==> config.mk <==
export PLATFORM = sky130hd
export DESIGN_NAME = uart_rx_oversampled_flat
export DESIGN_NICKNAME = d
export VERILOG_FILES = /design/src/rtl/uart_pkg.sv /design/src/rtl/uart_rx_oversampled_if.sv /design/src/rtl/uart_baud_tick.sv /design/src/rtl/uart_rx_oversampled.sv /design/src/flat_wrapper.sv
export SDC_FILE = /design/constraint.sdc
export NUM_CORES = 1
export LEC_CHECK = 0
export ABC_CLOCK_PERIOD_IN_PS = 3700
export BUFFER_PORTS_ARGS = -buffer_cell sky130_fd_sc_hd__buf_4
export CORE_UTILIZATION = 50
export DETAILED_ROUTE_END_ITERATION = 8
export PLACE_DENSITY = 0.76
export SYNTH_ARGS = -nofsm -noshare
export SYNTH_HDL_FRONTEND = slang
export SYNTH_HIERARCHICAL = 1
export SYNTH_SLANG_ARGS = --single-unit
==> constraint.sdc <==
create_clock -name clk -period 3.7 [get_ports clk]
set_input_delay 0.185 -clock clk [delete_from_list [all_inputs] [get_ports clk]]
set_output_delay 0.185 -clock clk [all_outputs]
set_load 0.005 [all_outputs]
==> src/rtl/uart_pkg.sv <==
// rtl/uart_pkg.sv - shared UART types and baud divisor helper
package uart_pkg;

  typedef enum logic [2:0] {
    RX_IDLE,
    RX_START,
    RX_DATA,
    RX_PARITY,
    RX_STOP,
    RX_BREAK
  } uart_rx_state_e;

  // Clocks per oversample tick, truncated.
  function automatic int uart_div(input int clock_freq, input int baud_rate, input int oversample);
    return clock_freq / (baud_rate * oversample);
  endfunction

endpackage

==> src/rtl/uart_rx_oversampled_if.sv <==
// rtl/uart_rx_oversampled_if.sv - receive-side host interface
interface uart_rx_oversampled_if #(
  parameter int DATA_WIDTH = 8
);
  logic [DATA_WIDTH-1:0] rx_data;
  logic                  rx_valid;
  logic                  rx_ready;
  logic                  parity_err;
  logic                  frame_err;
  logic                  overrun;

  modport master (
    output rx_data, rx_valid, parity_err, frame_err, overrun,
    input  rx_ready
  );

  modport slave (
    input  rx_data, rx_valid, parity_err, frame_err, overrun,
    output rx_ready
  );
endinterface

==> src/rtl/uart_baud_tick.sv <==
// rtl/uart_baud_tick.sv - clearable divider producing a one-cycle tick
module uart_baud_tick #(
  parameter int DIV = 27
) (
  input  logic clk,
  input  logic rst,
  input  logic clear,
  output logic tick
);
  localparam int CW = (DIV > 1) ? $clog2(DIV) : 1;
  localparam logic [CW-1:0] LAST = CW'(DIV - 1);

  logic [CW-1:0] cnt;

  always_ff @(posedge clk or posedge rst) begin
    if (rst) begin
      cnt <= '0;
    end else if (clear || cnt == LAST) begin
      cnt <= '0;
    end else begin
      cnt <= cnt + 1'b1;
    end
  end

  assign tick = !clear && (cnt == LAST);
endmodule

==> src/rtl/uart_rx_oversampled.sv <==
// rtl/uart_rx_oversampled.sv - 16x oversampled UART receiver with majority vote
// and framing/parity/overrun reporting on a valid/ready host port.
module uart_rx_oversampled
  import uart_pkg::*;
#(
  parameter int DATA_WIDTH = 8,
  parameter int BAUD_RATE  = 115200,
  parameter int CLOCK_FREQ = 50_000_000,
  parameter int OVERSAMPLE = 16,
  parameter int PARITY_EN  = 0,
  parameter int PARITY_ODD = 0
) (
  input  logic                   clk,
  input  logic                   rst,
  input  logic                   uart_rx,
  uart_rx_oversampled_if.master  host
);
  localparam int DIV = uart_div(CLOCK_FREQ, BAUD_RATE, OVERSAMPLE);
  localparam int TW  = $clog2(OVERSAMPLE);
  localparam int BW  = (DATA_WIDTH > 1) ? $clog2(DATA_WIDTH) : 1;

  localparam logic [TW-1:0] T_S0   = TW'(OVERSAMPLE / 2 - 1);
  localparam logic [TW-1:0] T_S1   = TW'(OVERSAMPLE / 2);
  localparam logic [TW-1:0] T_DEC  = TW'(OVERSAMPLE / 2 + 1);
  localparam logic [TW-1:0] T_LAST = TW'(OVERSAMPLE - 1);
  localparam logic [BW-1:0] B_LAST = BW'(DATA_WIDTH - 1);
  localparam logic          PAR_ON = (PARITY_EN != 0);
  localparam logic          ODD    = (PARITY_ODD != 0);

  uart_rx_state_e        state;
  logic                  sync_q;
  logic                  rx_s;
  logic [TW-1:0]         tick_idx;
  logic [BW-1:0]         bit_idx;
  logic                  samp0;
  logic                  samp1;
  logic [DATA_WIDTH-1:0] shreg;
  logic                  par_bit;

  logic tick;
  logic div_clear;
  logic majority;
  logic at_dec;
  logic at_last;
  logic par_calc;

  // Divider idles at zero so the first tick lands DIV clocks after start entry.
  assign div_clear = (state == RX_IDLE) || (state == RX_BREAK);

  uart_baud_tick #(.DIV(DIV)) u_tick (
    .clk   (clk),
    .rst   (rst),
    .clear (div_clear),
    .tick  (tick)
  );

  assign majority = (samp0 & samp1) | (samp0 & rx_s) | (samp1 & rx_s);
  assign at_dec   = tick && (tick_idx == T_DEC);
  assign at_last  = tick && (tick_idx == T_LAST);
  assign par_calc = PAR_ON & ((^shreg ^ par_bit) != ODD);

  always_ff @(posedge clk or posedge rst) begin
    if (rst) begin
      sync_q <= 1'b1;
      rx_s   <= 1'b1;
    end else begin
      sync_q <= uart_rx;
      rx_s   <= sync_q;
    end
  end

  always_ff @(posedge clk or posedge rst) begin
    if (rst) begin
      state           <= RX_IDLE;
      tick_idx        <= '0;
      bit_idx         <= '0;
      samp0           <= 1'b1;
      samp1           <= 1'b1;
      shreg           <= '0;
      par_bit         <= 1'b0;
      host.rx_data    <= '0;
      host.rx_valid   <= 1'b0;
      host.parity_err <= 1'b0;
      host.frame_err  <= 1'b0;
      host.overrun    <= 1'b0;
    end else begin
      host.frame_err <= 1'b0;
      host.overrun   <= 1'b0;
      if (host.rx_valid && host.rx_ready) begin
        host.rx_valid <= 1'b0;
      end

      if (tick) begin
        tick_idx <= (tick_idx == T_LAST) ? '0 : tick_idx + 1'b1;
        if (tick_idx == T_S0) samp0 <= rx_s;
        if (tick_idx == T_S1) samp1 <= rx_s;
      end

      case (state)
        RX_IDLE: begin
          tick_idx <= '0;
          bit_idx  <= '0;
          if (!rx_s) state <= RX_START;
        end
        RX_START: begin
          if (at_dec && majority) state <= RX_IDLE;
          else if (at_last)       state <= RX_DATA;
        end
        RX_DATA: begin
          if (at_dec) shreg <= {majority, shreg[DATA_WIDTH-1:1]};
          if (at_last) begin
            if (bit_idx == B_LAST) begin
              bit_idx <= '0;
              state   <= PAR_ON ? RX_PARITY : RX_STOP;
            end else begin
              bit_idx <= bit_idx + 1'b1;
            end
          end
        end
        RX_PARITY: begin
          if (at_dec)  par_bit <= majority;
          if (at_last) state   <= RX_STOP;
        end
        RX_STOP: begin
          // Decide at mid-stop and leave early so a back-to-back start edge is not missed.
          if (at_dec) begin
            if (majority) begin
              state <= RX_IDLE;
              if (!host.rx_valid || host.rx_ready) begin
                host.rx_data    <= shreg;
                host.parity_err <= par_calc;
                host.rx_valid   <= 1'b1;
              end else begin
                host.overrun <= 1'b1;
              end
            end else begin
              host.frame_err <= 1'b1;
              state          <= RX_BREAK;
            end
          end
        end
        RX_BREAK: begin
          if (rx_s) state <= RX_IDLE;
        end
        default: state <= RX_IDLE;
      endcase
    end
  end
endmodule
==> src/flat_wrapper.sv <==
// flat-port wrapper written by rule: the top's interface ports become plain ports
module uart_rx_oversampled_flat import uart_pkg::*;
#(
  parameter int DATA_WIDTH = 8,
  parameter int BAUD_RATE  = 115200,
  parameter int CLOCK_FREQ = 50_000_000,
  parameter int OVERSAMPLE = 16,
  parameter int PARITY_EN  = 0,
  parameter int PARITY_ODD = 0
)
  (clk, rst, uart_rx, host_rx_data, host_rx_valid, host_parity_err, host_frame_err, host_overrun, host_rx_ready);
  uart_rx_oversampled_if #(.DATA_WIDTH(DATA_WIDTH)) host_i ();
  input  logic clk;
  input  logic rst;
  input  logic uart_rx;
  output wire logic [$bits(host_i.rx_data)-1:0] host_rx_data;
  output wire logic [$bits(host_i.rx_valid)-1:0] host_rx_valid;
  output wire logic [$bits(host_i.parity_err)-1:0] host_parity_err;
  output wire logic [$bits(host_i.frame_err)-1:0] host_frame_err;
  output wire logic [$bits(host_i.overrun)-1:0] host_overrun;
  input wire logic [$bits(host_i.rx_ready)-1:0] host_rx_ready;
  assign host_rx_data = host_i.rx_data;
  assign host_rx_valid = host_i.rx_valid;
  assign host_parity_err = host_i.parity_err;
  assign host_frame_err = host_i.frame_err;
  assign host_overrun = host_i.overrun;
  assign host_i.rx_ready = host_rx_ready;
  uart_rx_oversampled #(.DATA_WIDTH(DATA_WIDTH), .BAUD_RATE(BAUD_RATE), .CLOCK_FREQ(CLOCK_FREQ), .OVERSAMPLE(OVERSAMPLE), .PARITY_EN(PARITY_EN), .PARITY_ODD(PARITY_ODD)) u_core (.clk(clk), .rst(rst), .uart_rx(uart_rx), .host(host_i));
endmodule
* Word-level counts from Yosys, hierarchy flattened
Cells that the tools add are included.
** Word-level totals
- Output and inout port bits :: 12
- Register bits :: 38
** Operators by class
- Equality and inequality tests :: 18
- Multiplexer cells :: 29
- $add $sub $neg :: 3
- Bitwise logic cells :: 5
- Reductions and logical operators :: 19
** Operators by type and width (count)
- 3-bit two-way mux :: 11
- 3-bit case mux with 6 select lines :: 1
- 4-bit equality test, second input constant :: 3
- 1-bit two-way mux :: 12
- 4-bit two-way mux :: 3
- 2-bit by 1-bit inequality test with 1-bit output, second input constant :: 5
- 3-bit equality test, second input constant :: 3
- 2-bit AND reduction :: 4
- 7-bit AND reduction :: 1
- 3-bit by 2-bit equality test with 1-bit output, second input constant :: 2
- 3-bit case mux with 2 select lines :: 1
- 5-bit by 1-bit adder with 5-bit output, second input constant :: 1
- 5-bit equality test, second input constant :: 1
- 1-bit logical AND :: 5
- 5-bit two-way mux :: 1
- 4-bit by 1-bit adder with 4-bit output, second input constant :: 1
- 4-bit by 3-bit equality test with 1-bit output, second input constant :: 1
- 4-bit AND reduction :: 1
- 2-bit nonzero test :: 2
- 3-bit by 1-bit adder with 3-bit output, second input constant :: 1
- 1-bit AND :: 3
- 3-bit by 1-bit equality test with 1-bit output, second input constant :: 1
- 3-bit logical NOT :: 1
- 1-bit logical OR :: 3
- 4 further kinds :: 6

* Longest topological paths before layout
- Depth in word-level cells :: 8
- Mapped depth :: 10

* Modules after synthesis
Netlist, hierarchy kept.
** By module, submodules not included
- uart_rx_oversampled :: cells each 128, times used 1, area each 1566.5 um2, seq. area each 830.8 um2
- uart_baud_tick :: cells each 24, times used 1, area each 279.0 um2, seq. area each 125.1 um2

* Worst setup path after synthesis
Ideal clock, no wire load.
- Path type :: register to register
- From :: reg u_core.state[2]
- To :: reg u_core.state[2]
- Cell stages (with the launch flop) :: 9
- Arrival :: 2.264 ns
- Setup time :: 0.125 ns
- Path buffers :: 1
- Data required time :: 3.575 ns
- Slack :: 1.311 ns
- Path through :: dfrtp_1 > or2_2 > a21oi_1 > nor2b_1 > buf_4 > and4_2 > a311o_1 > nand3_2 > mux2_4
** On the way
- Longest elaborated chain between the ends :: 8
** RTL lines
- from (decl) :: line uart_rx_oversampled.sv:30 : uart_rx_state_e state;
- from (signal assigned) :: line uart_rx_oversampled.sv:114 : state <= PAR_ON ? RX_PARITY : RX_STOP;
- 3-bit equality test / 3-bit logical NOT (equally long branches) :: line uart_rx_oversampled.sv:48 : assign div_clear = (state == RX_IDLE) || (state == RX_BREAK);
- 1-bit logical OR * :: line uart_rx_oversampled.sv:48
- net u_core.div_clear :: line uart_rx_oversampled.sv:41 : logic div_clear;
- 1-bit logical NOT * :: line uart_baud_tick.sv:25 : assign tick = !clear && (cnt == LAST);
- 1-bit logical AND * :: line uart_baud_tick.sv:25
- net u_core.tick :: line uart_rx_oversampled.sv:40 : logic tick;
- 1-bit logical AND :: line uart_rx_oversampled.sv:58 : assign at_dec = tick && (tick_idx == T_DEC);
- 1-bit logical AND :: line uart_rx_oversampled.sv:106 : if (at_dec && majority) state <= RX_IDLE;
- 3-bit by 1-bit inequality test with 1-bit output (no source line) / 3-bit two-way mux (equally long branches)
- 7-bit AND reduction (no source line) / 3-bit case mux with 6 select lines (equally long branches)
Mark *: on every way through the listed nets, which the timed path passes. The rest lies on a longest branch.
A chain may end at the register's enable or synchronous reset.

* Worst setup path in the final report
- From :: reg u_core.u_tick.cnt[0]
- To :: reg u_core.state[2]
** On the way
- Longest elaborated chain between the ends :: 6
** RTL lines
- from (decl) :: line uart_baud_tick.sv:13 : logic [CW-1:0] cnt;
- from (signal assigned) :: line uart_baud_tick.sv:21 : cnt <= cnt + 1'b1;
- 5-bit equality test * :: line uart_baud_tick.sv:25
- 1-bit logical AND * :: line uart_baud_tick.sv:25
- net u_core.tick :: line uart_rx_oversampled.sv:40
- 1-bit logical AND :: line uart_rx_oversampled.sv:58
- 1-bit logical AND :: line uart_rx_oversampled.sv:106
- 3-bit by 1-bit inequality test with 1-bit output (no source line) / 3-bit two-way mux (equally long branches)
- 7-bit AND reduction (no source line) / 3-bit case mux with 6 select lines (equally long branches)
Marks and branches as above.

==> results.toml <==
[drt]
num_vias = 1217
drt_pass1_iterations = 4
drc_errors = 0
ant_nets = 0
drtIter0Drc = 78
viasPerCell = 5.608
drt_wl_total_um = 3076
wl_per_cell_um = 14.18

[clocking]
cts_made_buffers = 5
htreeDepth = 2
cts.sinks = 38
clk_latency_ns = 0.28
ctsResizeCount = 0
clockBufferDepth = 2
cts_tree = "done"
cts.clk_slew.worst_paths_ns = 0.07
clock-root-buffer = "clkbuf_8"

[logic_synthesis]
synth_cells = 152
synth-edff-count = 0
synth_warnings = 6
post-synth-top-area-cell = "dfrtp_1"
synth-seq-area-share_pct = 51.80
ys_ff_latch = 38
synth_top_area_share_pct = 46.10
syn_area_mm2 = 0.001846
synth_nets = 163
yosysMostFrequentCell = "dfrtp_1"
synth_cell_type_count = 42
synth_area_leaders = "dfrtp_1, mux2_2, dfstp_2, ha_1, a21oi_1"
ys.flop_type = "dfrtp_1"
synthArstFlopShare_pct = 100.0
avgSynthCellArea_um2 = 12.14
synth_commonest_cells = "dfrtp_1, mux2_2, a21oi_1, nand2_1, nor2_1"

[worst_setup_path]
worst_path_most_repeated_cell = "and4b_1"
crit_path_max_incr_delay_ns = 0.60
cp-end-kind = "register"
r2r_slack_ns = 0.85
worstPathBufferInverterCount = 1
worstPathMaxFanout = 11
required_ns = 3.87
cp.arrival_ns = 3.02
startpoint_type = "register"
crit_family = "simple AND/OR/NAND/NOR gates"
path_cells = "inv_1 -> ha_1 -> and4b_1 -> nor2b_1 -> and4b_1 -> a311o_1 -> nand3_2 -> mux2_4"
critPathSlowestCell = "nor2b_1"
critPathKind = "register to register"

[floorplan]
die_h_um = 62.76
die_x_um = 62.76
ios = 16
start_util_pct = 53.62
num_rows = 21
core_area_mm2 = 0.003442
die-area_mm2 = 0.003938

[power_and_ir_drop]
p_total_w = 0.0007146
power_density_mw_per_mm2 = 344.7
ir_drop_uv = 312.0
leakagePower_nw = 1.014

[global_route]
grt_max_degree = 23
grt_usage_pct = 17.87
grt_pass1_wl_um = 5437
antenna_found_initial = 0
grt_pass1_vias = 1175
grt-ovfl-total = 0

[sta]
final-hold-violation-count = 0
tightest_slew_ns = 0.8413
fin_skew_ns = 0.003655
fin_setup_tns_ns = 0
setup_viol = 0
max_freq_mhz = 350.4
drv_slew = 0
period_share_pct = 77.14
holdWs_ns = 0.2166
rsz0062_at_grt = "no"
worst_slack_ns = 0.8458
period_minus_slack_ns = 2.854
relSlewSlack_pct = 43.85

[layout]
drive_gt1_share_pct = 33.33
antenna_cells = 0
ff_latch_area_um2 = 955.9
n_fill_cell = 278
fin_cells = 217
syn2layout_area_growth_pct = 12.34
multi_input_area_um2 = 809.5
layout.nets = 181

[placement]
dp_cells = 207
numPortBuffers = 14
gp_congestion = 0.7973
post-place-ws_ns = 0.9160
place_hpwl_um = 2212

[outcome]
status = "complete, no violations"

[hold_path]
hp-class = "input port to register"

[run]
drv_cap = 0
-- worst reg2reg max path, cell delays in order (launching register included) --
cell and delay (ns):
dfrtp_1 0.42, inv_1 0.08, ha_1 0.14, and4b_1 0.34, nor2b_1 0.60, and4b_1 0.44, a311o_1 0.26, nand3_2 0.14
mux2_4 0.32
-- state kept, by name, indices dropped and copies added (netlist names), 3 cells and up --
name,flops
u_core/bit_idx,3
u_core/tick_idx,4
u_core/state,3
u_core/host.rx_data,8
u_core/u_tick/cnt,5
u_core/shreg,8
-- routing by layer --
metal | up-vias | global-route usage [%] | wire length, um
li1 | 582 | - | -
met1 | 602 | 24.49 | 1458
met2 | 26 | 27.31 | 1470
met3 | 7 | 4.927 | 102
met4 | 0 | 6.105 | 45
met5 | - | 0 | 0
-- worst paths after layout --
kind,startpoint,endpoint,cells after the start
worst max-delay path,u_core/u_tick/cnt[0],u_core/state[2],8
worst min-delay path,host_rx_ready,u_core/host.rx_valid,3
worst max register to register,u_core/u_tick/cnt[0],u_core/state[2],8
worst min register to register,u_core/sync_q,u_core/rx_s,0
max in group asynchronous,rst,u_core/shreg[2],4
min in group asynchronous,rst,u_core/u_tick/cnt[4],3
-- cell usage in the layout, fill, tap and decap left out, types with 2 or more instances in the layout --
cell / synthesis / routed
nand3_2: 2 / 2
nor2_1: 8 / 8
nand3_1: 3 / 3
nor3_1: 4 / 4
buf_4: 2 / 15
dfrtp_1: 34 / 34
dlygate4sd3_1: 0 / 2
mux2i_1: 2 / 2
and4b_1: 2 / 2
nand2b_1: 4 / 4
mux2_2: 18 / 18
and4_2: 3 / 3
a21oi_1: 8 / 8
or2_2: 2 / 2
clkbuf_8: 0 / 6
o21bai_1: 2 / 2
dfstp_2: 4 / 4
nand4b_1: 3 / 3
nand2_1: 8 / 8
o21ai_0: 4 / 4
inv_1: 7 / 7
nor4_2: 2 / 2
ha_1: 7 / 7
-- cells by family (layout without fill, tap and decap cells) --
| group | Yosys count | after routing | share of synthesized area [%] |
|---|---|---|---|
| simple gates | 47 | 47 | 16.88 |
| flops | 38 | 38 | 51.80 |
| compound gates | 22 | 22 | 7.662 |
| mux | 21 | 21 | 12.88 |
| buf+inv | 13 | 32 | 4.339 |
| fa+ha+maj | 8 | 8 | 5.288 |
| xor+xnor | 2 | 2 | 0.9493 |
| other cells | 1 | 1 | 0.2032 |
-- power by group --
part	total, W	internal [W]	switching [W]	leakage [nW]
clock	0.000282	0.000150	0.000132	0.0482
combinational	0.0000139	0.00000485	0.00000906	0.474
sequential	0.000418	0.000417	0.000000799	0.492
-- area by class of cell --
type	count	area share, %
flip-flops and latches	38	46.11
repair buffers	17	6.397
clock inverters	1	0.2414
well taps	46	2.776
inverters	7	1.267
multi-input cells	101	39.05
clock buffers	7	4.164
-- through the flow --
step	area (um^2)	utilization, %
6_report	2073	60.23
3_3_place_gp	1962	57.00
4_1_cts	2063	59.94
5_1_grt	2073	60.23
2_1_floorplan	1846	-
3_5_place_dp	1962	57.00
-- repair_timing --
action | in CTS | in global routing
setup buffers | 0 | 0
hold endpoints to repair | 5 | 1
hold buffers | 1 | 1
Power figures use the tool's default switching activity.
